### config.mk
export PLATFORM = sky130hd
export DESIGN_NAME = spi_frame_unpacker
export DESIGN_NICKNAME = d
export VERILOG_FILES = /design/src/rtl/spi_frame_unpacker.sv
export SDC_FILE = /design/constraint.sdc
export NUM_CORES = 1
export LEC_CHECK = 0
export BUFFER_PORTS_ARGS = -buffer_cell sky130_fd_sc_hd__buf_2
export CORE_UTILIZATION = 45
export DETAILED_ROUTE_END_ITERATION = 8
export PLACE_DENSITY = 0.61
export SYNTH_ARGS = -nofsm -noshare
export SYNTH_HDL_FRONTEND = slang
export SYNTH_SLANG_ARGS = --single-unit
export TNS_END_PERCENT = 10
### constraint.sdc
create_clock -name m_clk -period 4.81 [get_ports m_clk]
set_clock_uncertainty 0.05 [all_clocks]
set_input_delay 0.481 -clock m_clk [delete_from_list [all_inputs] [get_ports m_clk]]
set_output_delay 0.481 -clock m_clk [all_outputs]
set_load 0.01 [all_outputs]
### src/rtl/spi_frame_unpacker.sv
// Buffers completed SPI receive frames in a small FIFO and streams each one
// out MSB byte first on a valid/ready byte interface.
module spi_frame_unpacker #(
  parameter int FRAME_BITS = 120,
  parameter int DEPTH      = 4
) (
  input  logic                    m_clk,
  input  logic                    n_reset,
  input  logic [FRAME_BITS-1:0]   frame_in,
  input  logic                    frame_valid,
  output logic [7:0]              byte_out,
  output logic                    byte_valid,
  output logic                    byte_last,
  input  logic                    byte_ready,
  output logic [$clog2(DEPTH):0]  fifo_count,
  output logic                    overflow,
  input  logic                    ovf_clr
);
  localparam int NBYTES = FRAME_BITS / 8;
  localparam int PW     = $clog2(DEPTH);
  localparam int CW     = PW + 1;
  localparam int IW     = (NBYTES > 1) ? $clog2(NBYTES) : 1;

  typedef enum logic {IDLE, SEND} state_t;

  state_t                          state, state_n;
  logic [DEPTH-1:0][FRAME_BITS-1:0] mem;
  logic [PW-1:0]                   wr_ptr, rd_ptr;
  logic [FRAME_BITS-1:0]           sr;
  logic [IW-1:0]                   idx;
  logic                            wr_en, drop, pop, advance, at_last, fifo_full;

  // Fullness is judged before any same-cycle pop, so a full FIFO always drops.
  assign fifo_full = (fifo_count == CW'(DEPTH));
  assign wr_en     = frame_valid && !fifo_full;
  assign drop      = frame_valid && fifo_full;
  assign at_last   = (idx == IW'(NBYTES - 1));

  always_ff @(posedge m_clk or negedge n_reset) begin
    if (!n_reset) state <= IDLE;
    else          state <= state_n;
  end

  always_comb begin
    state_n = state;
    pop     = 1'b0;
    advance = 1'b0;
    case (state)
      IDLE: if (fifo_count != '0) begin
        pop     = 1'b1;
        state_n = SEND;
      end
      SEND: if (byte_ready) begin
        if (!at_last)                advance = 1'b1;
        else if (fifo_count != '0)   pop     = 1'b1;
        else                         state_n = IDLE;
      end
      default: state_n = IDLE;
    endcase
  end

  // Storage is not reset; occupancy is tracked solely by the pointers/count.
  always_ff @(posedge m_clk) begin
    if (wr_en) mem[wr_ptr] <= frame_in;
  end

  always_ff @(posedge m_clk or negedge n_reset) begin
    if (!n_reset) begin
      wr_ptr     <= '0;
      rd_ptr     <= '0;
      fifo_count <= '0;
      overflow   <= 1'b0;
    end else begin
      if (wr_en) wr_ptr <= wr_ptr + PW'(1);
      if (pop)   rd_ptr <= rd_ptr + PW'(1);
      case ({wr_en, pop})
        2'b10:   fifo_count <= fifo_count + CW'(1);
        2'b01:   fifo_count <= fifo_count - CW'(1);
        default: fifo_count <= fifo_count;
      endcase
      if (drop)         overflow <= 1'b1;
      else if (ovf_clr) overflow <= 1'b0;
    end
  end

  always_ff @(posedge m_clk or negedge n_reset) begin
    if (!n_reset) begin
      sr  <= '0;
      idx <= '0;
    end else if (pop) begin
      sr  <= mem[rd_ptr];
      idx <= '0;
    end else if (advance) begin
      sr  <= sr << 8;
      idx <= idx + IW'(1);
    end else if (state == SEND && state_n == IDLE) begin
      sr  <= '0;
      idx <= '0;
    end
  end

  assign byte_valid = (state == SEND);
  assign byte_out   = byte_valid ? sr[FRAME_BITS-1 -: 8] : 8'h00;
  assign byte_last  = byte_valid && at_last;

endmodule
# ---- Word-level counts from Yosys, hierarchy flattened
# Index checks and enable logic that the tools add are counted.
dict set report totals {
  reg_bits 613
  input_bits 125
  out_inout_bits 14
  word_cells 60
}
dict set report classes {
  add_sub_neg 5
  order_cmp 3
  eq_ne 4
  muxes 25
  bitwise_logic 2
  reduce_logical 10
}
# op count
set ops {}
lappend ops {{$mux 120} 5}
lappend ops {{$bwmux 480} 1}
lappend ops {{$bmux 120 s2} 1}
lappend ops {{$demux 120 s2} 1}
lappend ops {{$mux 4} 3}
lappend ops {{$mux 1} 10}
lappend ops {{$mux 8} 1}
lappend ops {{$lt 2x3->1 const B} 2}
lappend ops {{$pmux 3 s2} 1}
lappend ops {{$reduce_bool 3->1} 2}
lappend ops {{$logic_and 1x1->1} 5}
lappend ops {{$add 2x1->2 const B} 2}
lappend ops {{$add 4x1->4 const B} 1}
lappend ops {{$eq 4x4->1 const B} 1}
lappend ops {{$pmux 1 s2} 2}
lappend ops {{$reduce_bool 2->1} 2}
lappend ops {{$add 3x1->3 const B} 1}
lappend ops {{$eq 3x3->1 const B} 1}
lappend ops {{$sub 3x1->3 const B} 1}
lappend ops {{$eq 2x1->1 const B} 1}
lappend ops {{$eq 2x2->1 const B} 1}
lappend ops {{$ge 2x1->1 const B} 1}
lappend ops {{$not 1->1} 2}
lappend ops {{$logic_not 1->1} 1}

# ---- Depth between registers and ports, before layout
dict set report depth {
  ltp_word 10
  mapped_depth 12
  mapped_depth_nobuf 10
}

# ---- Worst setup path after synthesis
# OpenSTA, ideal clock, no wires.
dict set report synth_path {
  kind {register to register}
  start {register fifo_count[0]}
  end {register mem[0] (netlist name), enable pin}
  setup_time_ns 0.493
  arrival_ns 3.703
  required_ns 4.267
  setup_slack_ns 0.563
  stages_incl_launch_ff 4
  n_path_buf 0
  period_less_slack_ns 4.247
  cell_sequence {dfrtp_1 > nor2_1 > a21boi_1 > and2_1}
}
dict set report synth_between {
  elab_chain_cells 3
}
# item line_no
set synth_rtl {}
lappend synth_rtl {{start: declaration} 15} ;# output logic [$clog2(DEPTH):0] fifo_count,
lappend synth_rtl {{start signal: assignment} 77} ;# 2'b10: fifo_count <= fifo_count + CW'(1);
lappend synth_rtl {{start signal: assignment} 78} ;# 2'b01: fifo_count <= fifo_count - CW'(1);
lappend synth_rtl {{start signal: assignment} 79} ;# default: fifo_count <= fifo_count;
lappend synth_rtl {{$eq 3x3->1} 34} ;# assign fifo_full = (fifo_count == CW'(DEPTH));
lappend synth_rtl {{$logic_not 1->1} 35} ;# assign wr_en = frame_valid && !fifo_full;
lappend synth_rtl {{$logic_and 1x1->1} 35}
lappend synth_rtl {{end signal: indexed assignment} 64} ;# if (wr_en) mem[wr_ptr] <= frame_in;
lappend synth_rtl {{end: declaration} 27} ;# logic [DEPTH-1:0][FRAME_BITS-1:0] mem;
# Every way passes these cells.
# A chain may end at the register's enable or synchronous reset.

# ---- Worst setup path after layout
dict set report layout_path {
  start {register state, in the netlist byte_valid}
  end {output byte_last}
}
dict set report layout_between {
  elab_chain_cells 1
}
# item line_no
set layout_rtl {}
lappend layout_rtl {{start: declaration} 26} ;# state_t state, state_n;
lappend layout_rtl {{start signal: assignment} 41} ;# else state <= state_n;
lappend layout_rtl {{$logic_and 1x1->1} 104} ;# assign byte_last = byte_valid && at_last;
lappend layout_rtl {{end: declaration} 13} ;# output logic byte_last,
# Every way passes these cells.

==> results.cfg <==
[pwr]
p_total_uw = 14800
p_int_uw = 10900
ir_drop_mv = 0.328
p_comb_share_pct = 16.5
p_switching_uw = 3880
p_leak_uw = 0.00926
p_seq_share_pct = 48.5
p_sw_share_pct = 26.3
p_clk_share_pct = 35.0
cellPowerDensity_mw_per_mm2 = 529

[synth]
synthFlopType = edfxtp_1
yosysWarnings = 0
synth_commonest_cells = edfxtp_1 (480), dfrtp_1 (133), mux4_2 (120)
avgSynthCellArea_um2 = 17.6
async_flop_share_pct = 21.7
synth_largest_area_cell = edfxtp_1
synth-edff-count = 480
netlist.area_leader.share_pct = 59.0
ys_ff_latch = 613
syn_nets = 1523
syn_inst = 1390
seq_area_frac_synth_pct = 72.6
syn-cell-area_mm2 = 0.0244
ys_types = 40
synthTopCellsByArea = edfxtp_1 (59%), dfrtp_1 (14%), mux4_2 (11%)
yosys.cell_count.top_type = edfxtp_1

[route]
drc = 0
via_count = 13422
wl_per_cell_um = 24.3
drt-initial-drc-count = 1074
drtPass1Iterations = 5
viasPerCell = 5.99
drt_wl_total_um = 54400
ant_nets = 0

[global_route]
grt_pass1_vias = 13712
antenna_found_initial = 3
grt_pass1_wl_um = 84300
grt_max_degree = 101
gr-total-overflow = 0
track_usage_pct = 20.1

[clock_tree]
cts_tree = yes
cts-buffers-inserted = 67
cts_resized = 0
cts_max_level = 3
path_clk_slew_ps = 60
cts-root-buf = clkbuf_16
cts_sinks = 613
max-clock-path-buffers = 3
clock_latency_ps = 590

[timing]
slew_headroom_pct = 27.1
finalWorstSetupSlack_ps = 1500
hold_ws_ps = 33.7
report.final.slew_viol_count = 0
finalSetupViolCount = 0
fmax_ghz = 0.302
worstMarginPinSlew_ps = 1080
post-route-period-util_pct = 68.9
tns_ps = 0
hold_viol = 0
fin_crit_ps = 3310
rsz0062_at_grt = no

[worst_setup_path]
arrival_ps = 2780
end_kind = primary output
critical_path.max_fanout = 44
startpoint_type = flop
worstPathRequired_ps = 4280
path_class = reg -> out

[floorplanning]
pin_count = 139
initial_core_util_pct = 45.5
core_mm2 = 0.0537
dieWidth_um = 235
die-height_um = 235
die_area_mm2 = 0.0552
rows = 85

[placed_design]
preCtsSetupSlack_ps = 1760
portBuffers = 138
dp_hpwl_um = 31700
routabilityCongestion = 0.776

[worst_hold_path]
hp-class = in -> reg

[layout]
final_core_util_pct = 52.0
layout.nets = 1626
final_layout_size_suffix_gt1_share_pct = 26.9
fill_cells = 4308
ff_latch_area_mm2 = 0.0177
multiInputGateArea_mm2 = 0.00601
syn_to_final_growth_pct = 14.2

[outcome]
outcome = finished clean

[job]
maxCapViolCount = 0
-- cell families (layout without fill, tap and decap cells) --
family / Yosys count / count (layout) / share of synthesized area, %
AOI/OAI and AO/OA: 356 / 356 / 9.54
xor gates and xnor gates: 6 / 6 / 0.215
adders and majority gates: 8 / 8 / 0.440
buffers and inverters: 142 / 296 / 2.98
DFF: 613 / 613 / 72.6
muxes: 122 / 122 / 11.1
other: 0 / 1 / 0
and+or+nand+nor: 143 / 143 / 3.06
-- sequential cells by signal, indices dropped and copies added (netlist names) --
name	flops
byte_valid	1
fifo_count	3
idx	4
mem	480
overflow	1
rd_ptr	2
sr	120
wr_ptr	2
-- metrics by stage --
stage                     std cells  area, um2
final                          2241      27900
after floorplan                1390      24400
after global routing           2240      27900
after CTS                      2240      27900
after detailed placement       2119      25700
after global placement         2119      25700
-- cell type report --
type,instances,share of cell area (%)
flip-flops and latches,613,63.6
inverters,12,0.166
diodes,1,0.00897
clock buffers,84,6.73
multi-input cells,635,21.6
clock inverters,36,1.24
repair buffers,164,3.57
well taps,696,3.12
-- worst max-delay path, stage by stage, from the launching register on --
cell and delay (ps):
dfrtp_1 760, clkinv_2 530, buf_4 450, nor2_1 220
buf_2 200
-- power by group through the flow --
stage / Combinational (uW) / Clock (uW) / Sequential (uW)
finish: 2440 / 5160 / 7150
global route: 2640 / 5470 / 7250
CTS: 2520 / 5250 / 7180
detailed placement: 2520 / 0 / 7280
global placement: 2490 / 0 / 7220
floorplan: 1750 / 0 / 7160
-- worst paths after layout --
path | start | to | slack [ps] | depth (start not counted)
hold reg to reg | sr[4] | sr[4] | 450 | 1
hold / removal | ovf_clr | overflow | 30 | 2
max in group asynchronous | n_reset | sr[16] | 3040 | 3
setup / recovery | byte_valid | byte_last | 1500 | 4
setup reg to reg | idx[0] | fifo_count[2] | 1740 | 10
min in group asynchronous | n_reset | sr[107] | 520 | 2
-- cell usage in the layout (no fill, tap or decap), drive strengths merged, types with 4 or more instances in the layout --
cell / n
ha: 7
buf: 163
nor2: 4
clkbuf: 84
clkinv: 24
clkinvlp: 4
nand3: 116
dfrtp: 133
a21oi: 112
edfxtp: 480
inv: 14
a31oi: 113
and2: 13
mux4: 120
a22o: 8
o211ai: 113
bufinv: 6
-- timing repair --
item	in CTS	in global routing
hold buffers	1	0
hold endpoints to repair	14	0
setup buffers	0	0
-- routing by layer --
metal  global-route usage [%]  up-vias  share of wire, %
met5                        0        -                 0
met3                     4.28       98               5.5
li1                         -     5904                 -
met2                     32.2      394                49
met1                     28.0     7026                43
met4                     5.16        0               2.0
Power figures use the tool's default switching activity.
